[src/rtl/alarm_sequencer.sv]
// alarm_sequencer: alarm set-point, mode FSM and ring/snooze control; ALARM_SNOOZE_EN enables the snooze feature.
module alarm_sequencer #(
  parameter int RING_SECS   = 5,
  parameter int SNOOZE_SECS = 10,
  parameter int SNOOZE_MAX  = 3
) (
  input  logic       clk_1Hz,
  input  logic       rst,
  input  logic       mode_btn,
  input  logic       inc_btn,
  input  logic       snooze_btn,
  input  logic       hourten,
  input  logic [3:0] hour,
  input  logic [2:0] minten,
  input  logic [3:0] min,
  output logic       alarm_hourten,
  output logic [3:0] alarm_hour,
  output logic [2:0] alarm_minten,
  output logic [3:0] alarm_min,
  output logic [2:0] state,
  output logic       disp_sel,
  output logic       armed,
  output logic       led
);
  typedef enum logic [2:0] {IDLE, SET_HOUR, SET_MIN, ARMED, RINGING, SNOOZE, UNUSED6, UNUSED7} state_t;
  state_t st, nxt;
  logic [1:0] btn_r, btn_p;
  logic [7:0] timer;
  logic mode_ev, inc_ev, snz_go, match, match_q, rise, expire;
  assign mode_ev = btn_r[1] & ~btn_p[1];
  assign inc_ev = btn_r[0] & ~btn_p[0];
  assign match = {hourten, hour, minten, min} == {alarm_hourten, alarm_hour, alarm_minten, alarm_min};
  assign rise = match & ~match_q;
  assign expire = timer == 8'd0;
  assign state = st;
`ifdef ALARM_SNOOZE_EN
  logic [2:0] snooze_cnt;
  logic snz_r, snz_p;
  assign snz_go = snz_r & ~snz_p & (snooze_cnt < 3'(SNOOZE_MAX));
  always_ff @(posedge clk_1Hz)
    if (rst) begin
      snz_r <= 1'b0;
      snz_p <= 1'b0;
      snooze_cnt <= 3'd0;
    end else begin
      snz_r <= snooze_btn;
      snz_p <= snz_r;
      if (nxt == IDLE || nxt == ARMED) snooze_cnt <= 3'd0;
      else if (st == RINGING && nxt == SNOOZE) snooze_cnt <= snooze_cnt + 3'd1;
    end
`else
  logic unused_snooze;
  assign unused_snooze = ^{snooze_btn, SNOOZE_SECS[0], SNOOZE_MAX[0]};
  assign snz_go = 1'b0;
`endif
  // Priority within each state: mode > snooze > match_rise > timer expiry
  always_comb begin
    nxt = IDLE;
    case (st)
      IDLE:     nxt = mode_ev ? SET_HOUR : IDLE;
      SET_HOUR: nxt = mode_ev ? SET_MIN : SET_HOUR;
      SET_MIN:  nxt = mode_ev ? ARMED : SET_MIN;
      ARMED:    nxt = mode_ev ? IDLE : rise ? RINGING : ARMED;
      RINGING:  nxt = mode_ev ? ARMED : snz_go ? SNOOZE : expire ? ARMED : RINGING;
`ifdef ALARM_SNOOZE_EN
      SNOOZE:   nxt = mode_ev ? ARMED : expire ? RINGING : SNOOZE;
`endif
      default:  nxt = IDLE;
    endcase
  end
  always_ff @(posedge clk_1Hz)
    if (rst) begin
      st <= IDLE;
      led <= 1'b0;
      armed <= 1'b0;
      disp_sel <= 1'b0;
      alarm_hourten <= 1'b1;
      alarm_hour <= 4'd2;
      alarm_minten <= 3'd0;
      alarm_min <= 4'd0;
      timer <= 8'd0;
      btn_r <= 2'b00;
      btn_p <= 2'b00;
      match_q <= 1'b0;
    end else begin
      btn_r <= {mode_btn, inc_btn};
      btn_p <= btn_r;
      match_q <= match;
      st <= nxt;
      led <= nxt == RINGING;
      armed <= nxt inside {ARMED, RINGING, SNOOZE};
      disp_sel <= nxt inside {SET_HOUR, SET_MIN};
      if (nxt == RINGING && st != RINGING) timer <= 8'(RING_SECS - 1);
`ifdef ALARM_SNOOZE_EN
      else if (nxt == SNOOZE && st != SNOOZE) timer <= 8'(SNOOZE_SECS - 1);
`endif
      else if (!expire) timer <= timer - 8'd1;
      // 12-hour set-point: 12 wraps to 01, 09 carries into the tens digit
      if (st == SET_HOUR && !mode_ev && inc_ev)
        {alarm_hourten, alarm_hour} <= ({alarm_hourten, alarm_hour} == 5'h12) ? 5'h01 :
                                       (alarm_hour == 4'd9) ? 5'h10 : {alarm_hourten, alarm_hour + 4'd1};
      if (st == SET_MIN && !mode_ev && inc_ev)
        {alarm_minten, alarm_min} <= (alarm_min != 4'd9) ? {alarm_minten, alarm_min + 4'd1} :
                                     (alarm_minten == 3'd5) ? 7'h00 : {alarm_minten + 3'd1, 4'd0};
    end
endmodule
[config.mk]
export PLATFORM = sky130hd
export DESIGN_NAME = alarm_sequencer
export DESIGN_NICKNAME = d
export VERILOG_FILES = /design/src/rtl/alarm_sequencer.sv
export SDC_FILE = /design/constraint.sdc
export NUM_CORES = 1
export LEC_CHECK = 0
export CORE_ASPECT_RATIO = 0.7
export CORE_UTILIZATION = 35
export DETAILED_ROUTE_END_ITERATION = 8
export PLACE_DENSITY = 0.66
export SYNTH_ARGS = -nofsm -noshare
export SYNTH_HDL_FRONTEND = slang
export SYNTH_SLANG_ARGS = --single-unit
export TNS_END_PERCENT = 20
[constraint.sdc]
create_clock -name clk_1Hz -period 4.6 [get_ports clk_1Hz]
set_input_delay 0.92 -clock clk_1Hz [delete_from_list [all_inputs] [get_ports clk_1Hz]]
set_output_delay 0.92 -clock clk_1Hz [all_outputs]
set_load 0.02 [all_outputs]
==> impl_metrics.csv, run 1 <==
group,metric,value,unit
placed_design,place_congestion,0.715,
sta,whs,0.486,ns
synth,synth_seq_area_share,0.361,
sta,rsz0062_at_grt,"no",
floorplan,num_rows,20,
worst_setup_path,r2r-end,"alarm_minten[1]",
pwr,ir_drop,0.131,mV
worst_setup_path,cp-start-kind,"input port",
clocking,cts_root_buffer,"clkbuf_8",
floorplan,core,4530,um^2
global_route,grt_pass1_wl,5.71,mm
clocking,clk_pin_slew,0.06,ns
global_route,overflow,0,
hold_path,min_path_cells,1,
synth,synthCells,181,
status,status,"completed",
floorplan,dieHeight,60.7,um
hold_path,hold_class,"register to register",
sta,setup_viol,0,
clocking,cts_setup_buffers,0,
worst_setup_path,cp-startpoint,"rst",
worst_setup_path,crit_required,4.75,ns
synth,synth-main-ff-cell,"dfxtp_1",
floorplan,fp.dieW,85.8,um
synth,syn_nets,200,
finish,drive_above_1_share,0.103,
pwr,powerDensity,375,nW/um^2
global_route,grt_pass1_vias,1151,
clocking,hold_buffers,0,
route,first_pass_iters,4,
clocking,cts-resized-gates,0,
synth,synthDistinctLibCells,47,
clocking,cts_num_sinks,31,
placed_design,placed_area,2060,um^2
worst_setup_path,worstSetupPathType,"input port to register",
clocking,numCtsBuffers,5,
sta,worst_slew_pin_slew,0.855,ns
synth,synthTopCellsByCount,"dfxtp_1, nor2_1, xnor2_1",
synth,synth_top_area_frac,0.361,
worst_setup_path,worst_setup_path_end_kind,"register",
finish,fin_util,0.477,
sta,skew,0.00683,ns
sta,relSlewSlack,0.428,
sta,maxSlewViolCount,0,
pwr,leakagePower,0.791,nW
finish,area_delta_synth_final,25.5,%
route,postRouteAntennaNets,0,
synth,ys_warn_count,0,
synth,synth-edff-count,0,
synth,ys_top_cells_by_area,"dfxtp_1, xnor2_1, xor2_1",
synth,ys_async_sr_fraction,0,
worst_setup_path,r2r_slack,2.77,ns
route,remaining_drc_errors,0,
global_route,antenna_found_initial,0,
synth,syn-cell-area,1720,um^2
worst_setup_path,critPathCapture,"state[1]",
placed_design,port_buffers,33,
sta,fmax,395,MHz
route,via_count,1345,
route,wl,3.48,mm
worst_setup_path,ff2ff_path_depth,4,
route,via_per_inst,4.82,
route,drtIter0Drc,107,
sta,finalCritPeriodShare,0.550,
finish,nets,231,
sta,fin_crit,2.53,ns
worst_setup_path,cp_max_fo,22,
synth,yosysTopAreaCell,"dfxtp_1",
placed_design,dpl.hpwl,2.52,mm
worst_setup_path,cp.arrival,2.68,ns
route,routedWlPerCell,12.5,um
run,drv_cap,0,
sta,tns,0,ns
clocking,clk_latency,0.28,ns
finish,n_antenna_cell,0,
clocking,cts-htree-levels,2,
synth,synth.most_common_cell,"dfxtp_1",
floorplan,start_util,0.380,
worst_setup_path,r2r_start,"state[2]",
floorplan,dieArea,5200,um^2
synth,synth-seq-cells,31,
clocking,tritoncts,"yes",
global_route,grt_use_total,0.150,
synth,syn_area_per_cell,9.50,um^2
global_route,grt_max_degree,23,
sta,final-hold-violation-count,0,
clocking,clockBufferDepth,2,
floorplan,boundaryPins,35,
finish,finish.instance_area,2160,um^2
-- cells by family (layout without fill, tap and decap cells) --
family | after synthesis | in the layout | share of synthesized area
flip-flops | 31 | 31 | 0.361
adder cells (fa/ha/maj) | 2 | 2 | 0.0145
AND/OR/NAND/NOR | 89 | 89 | 0.324
buffers and inverters | 12 | 44 | 0.0502
XOR/XNOR | 26 | 26 | 0.161
multiplexers | 2 | 2 | 0.0124
AO/OA/AOI/OAI | 19 | 19 | 0.0771
-- worst max-delay path, cell delays in order --
cell             delay [ns]
clkdlybuf4s50_1        1.03
inv_1                  0.36
nand3_1                0.18
a21o_1                 0.11
o211ai_1               0.08
-- placed cells by master (no fill, tap or decap), drive strengths merged, types with 3 or more instances in the layout --
master         count
xor2               8
nor4b              3
nor3              12
nor4               5
clkbuf             8
o21ai              5
clkdlybuf4s50     33
nor2              17
nand2             11
nand3b             3
xnor2             18
nor2b             11
nand4              7
inv                3
nand3              4
dfxtp             31
nand2b             4
-- state kept, by name, summed over array words and instances (netlist names), 2 cells and up --
signal and flops:
state 3, btn_p 2, timer 8, alarm_min 4, alarm_minten 3, alarm_hour 4
btn_r 2
-- area by class of cell --
cell class | count | area, um^2
inverter | 3 | 11.3
sequential | 31 | 621
multi-input combinational | 138 | 1010
tap | 66 | 82.6
clock buffer | 8 | 100
timing repair buffer | 33 | 330
fill | 446 | 2370
-- per-stage QoR --
step	worst slack, ns	cells	power, mW
2_1_floorplan	2.65	181	0.525
3_3_place_gp	1.79	271	0.575
3_5_place_dp	1.80	271	0.579
4_1_cts	2.09	279	0.819
5_1_grt	1.94	279	0.873
6_report	2.07	279	0.810
-- layer usage --
layer / GRT usage / routed length [um]
met5: 0 / 0
met4: 0.0786 / 49
met3: 0.0503 / 162
met2: 0.176 / 1300
met1: 0.230 / 1970
-- power by group --
| part | leakage (nW) | switching, mW | internal (mW) |
|---|---|---|---|
| Sequential | 0.253 | 0.0389 | 0.304 |
| Clock | 0.0515 | 0.0998 | 0.136 |
| Combinational | 0.486 | 0.113 | 0.118 |
| Total | 0.791 | 0.251 | 0.559 |
-- worst min-delay path by stage --
stage / start / to
global placement: btn_r[1] / btn_p[1]
finish: btn_r[1] / btn_p[1]
detailed placement: btn_r[1] / btn_p[1]
CTS: btn_r[1] / btn_p[1]
floorplan: btn_r[1] / btn_p[1]
global route: btn_r[1] / btn_p[1]
Note: power is estimated with default switching activity, not from simulation.
==> run 2: changes to the inputs <==
PLACE_DENSITY = 0.68   (was 0.66)
clock period = 2.25 ns   (was 4.6 ns; I/O delays follow)
==> run 2 against run 1 <==
  * Sequential power is 100% higher
  * Cell area is 1.7% higher
  * Clock power is 110% higher
  * Worst hold slack better by 0.0053 ns
  * First-iteration DRC count is 6.5% higher
  * Global-route usage is 0.18 points lower
  * Largest power group unchanged
==> impl_metrics.csv, run 2 (same netlist as run 1, synthesis figures left out) <==
group,metric,value,unit
pwr,ir_drop,0.274,mV
sta,fin_ws,0.269,ns
placed_design,place_congestion,0.708,
sta,rsz0062_at_grt,"no",
status,status,"completed",
global_route,grt_pass1_wl,5.64,mm
finish,regMostFlops,"timer",
route,wl,3.53,mm
finish,n_antenna_cell,0,
placed_design,dp.cells,276,
worst_setup_path,cp_max_fo,8,
worst_setup_path,slowest_delay,0.68,ns
global_route,overflow,0,
global_route,use_met1,0.223,
clocking,clk_latency,0.29,ns
pwr,powerDensity,759,nW/um^2
worst_setup_path,crit_slowest_cell,"clkdlybuf4s50_1",
pwr,switching_share,0.312,
clocking,clk_pin_slew,0.07,ns
finish,drive_above_1_share,0.124,
route,routedWlPerCell,12.4,um
worst_setup_path,critPathBufInv,1,
worst_setup_path,crit_required,1.80,ns
placed_design,port_buffers,33,
worst_setup_path,r2r_slack,0.51,ns
hold_path,hold_class,"register to register",
sta,relSlewSlack,0.673,
route,drtIter0Drc,114,
floorplan,dieHeight,60.7,um
sta,fmax,505,MHz
global_route,antenna_found_initial,0,
worst_setup_path,worst_setup_path_end_kind,"primary output",
floorplan,num_rows,20,
clocking,tritoncts,"yes",
floorplan,core,4530,um^2
route,first_pass_iters,4,
pwr,p_int,1.15,mW
floorplan,dieArea,5200,um^2
sta,setup_viol,0,
finish,fin_util,0.485,
hold_path,worstHoldStart,"btn_r[1]",
sta,tns,0,ns
worst_setup_path,ff2ff_path_depth,4,
hold_path,min_path_cells,1,
route,via_count,1410,
placed_design,post-place-ws,0.211,ns
pwr,clkPwrFrac,0.293,
clocking,clockBufferDepth,2,
floorplan,fp.dieW,85.8,um
sta,worst_slew_pin_slew,0.487,ns
finish,top_regs,"timer: 8 flops, alarm_hour: 4 flops, alarm_min: 4 flops",
clocking,cts_root_buffer,"clkbuf_8",
clocking,numCtsBuffers,5,
global_route,grt_use_total,0.148,
sta,final-hold-violation-count,0,
finish,area_delta_synth_final,27.6,%
sta,skew,0.00521,ns
route,postRouteAntennaNets,0,
hold_path,whs_endpoint,"btn_p[1]",
clocking,cts_num_sinks,31,
global_route,grt_pass1_vias,1166,
worst_setup_path,worstSetupPathType,"register to primary output",
clocking,cts-resized-gates,0,
placed_design,dpl.hpwl,2.67,mm
route,remaining_drc_errors,0,
pwr,leakagePower,0.816,nW
finish,nets,236,
finish,final_common_cell,"clkdlybuf4s50_1",
floorplan,start_util,0.380,
sta,whs,0.491,ns
global_route,grt_max_degree,12,
worst_setup_path,cp-start-kind,"register",
worst_setup_path,crit_family,"buffers and inverters",
clocking,cts-htree-levels,2,
pwr,comb_power_share,0.286,
sta,fin_crit,1.98,ns
finish,final_cell_mix,"clkdlybuf4s50_1, dfxtp_1, nor2_1, xnor2_1, nor3_1",
route,via_per_inst,4.96,
finish,fin_cells,284,
pwr,p_switching,0.520,mW
run,drv_cap,0,
worst_setup_path,r2r_start,"state[1]",
sta,maxSlewViolCount,0,
global_route,use_met3,0.0381,
worst_setup_path,cp.arrival,1.53,ns
pwr,p_seq_frac,0.421,
floorplan,boundaryPins,35,
global_route,met2_usage,0.186,
clocking,hold_buffers,0,
sta,finalCritPeriodShare,0.880,
clocking,cts_setup_buffers,0,
worst_setup_path,r2r-end,"alarm_minten[1]",
worst_setup_path,worstPathCellList,"clkdlybuf4s50_1",
global_route,busiest_layer,"met1",
finish,largest_register_ffs,8,
## run 2: cell types whose count changed in the layout (fill, tap and decap cells not counted), sizes merged
cell and change:
buf +5
## run 2: worst max-delay path by stage
stage | startpoint | to | slack, ns | depth (start not counted)
2_1_floorplan | state[0] | led | 0.64 | 5
3_3_place_gp | min[1] | state[1] | 0.22 | 5
3_5_place_dp | min[1] | state[0] | 0.21 | 5
4_1_cts | alarm_min[1] | alarm_min[1] | 0.26 | 1
5_1_grt | alarm_min[1] | alarm_min[1] | 0.20 | 1
6_report | alarm_min[1] | alarm_min[1] | 0.27 | 1
## run 2: final cells by class
class / instances / area [um^2]
Fill cell: 438 / 2330
Multi-Input combinational cell: 138 / 1010
Sequential cell: 31 / 621
Timing Repair Buffer: 38 / 368
Clock buffer: 8 / 100
Tap cell: 66 / 82.6
Inverter: 3 / 11.3
## run 2: metrics by stage
stage	cell area [um^2]	power (mW)
final	2200	1.67
after global routing	2200	1.77
after CTS	2200	1.68
after detailed placement	2100	1.19
after global placement	2100	1.18
after floorplan	1720	1.07
## run 2: layer usage
metal / vias up / part of all wire
met1: 653 / 0.55
li1: 710 / -
met3: 8 / 0.040
met5: - / 0
met2: 39 / 0.39
met4: 0 / 0.017
## run 2: power groups by stage
stage	combinational [mW]	clock, mW	sequential (mW)
after floorplan	0.376	0	0.698
after global placement	0.465	0	0.711
after detailed placement	0.477	0	0.711
after CTS	0.479	0.499	0.701
after global routing	0.526	0.526	0.712
final	0.476	0.489	0.701
==> run 3: changes to the inputs <==
HOLD_SLACK_MARGIN = 0.02   (was not set)
SKIP_CTS_REPAIR_TIMING = 1   (was not set)
==> results of run 3 <==
No change in the layout: final DEF, timing and power equal those of run 2.
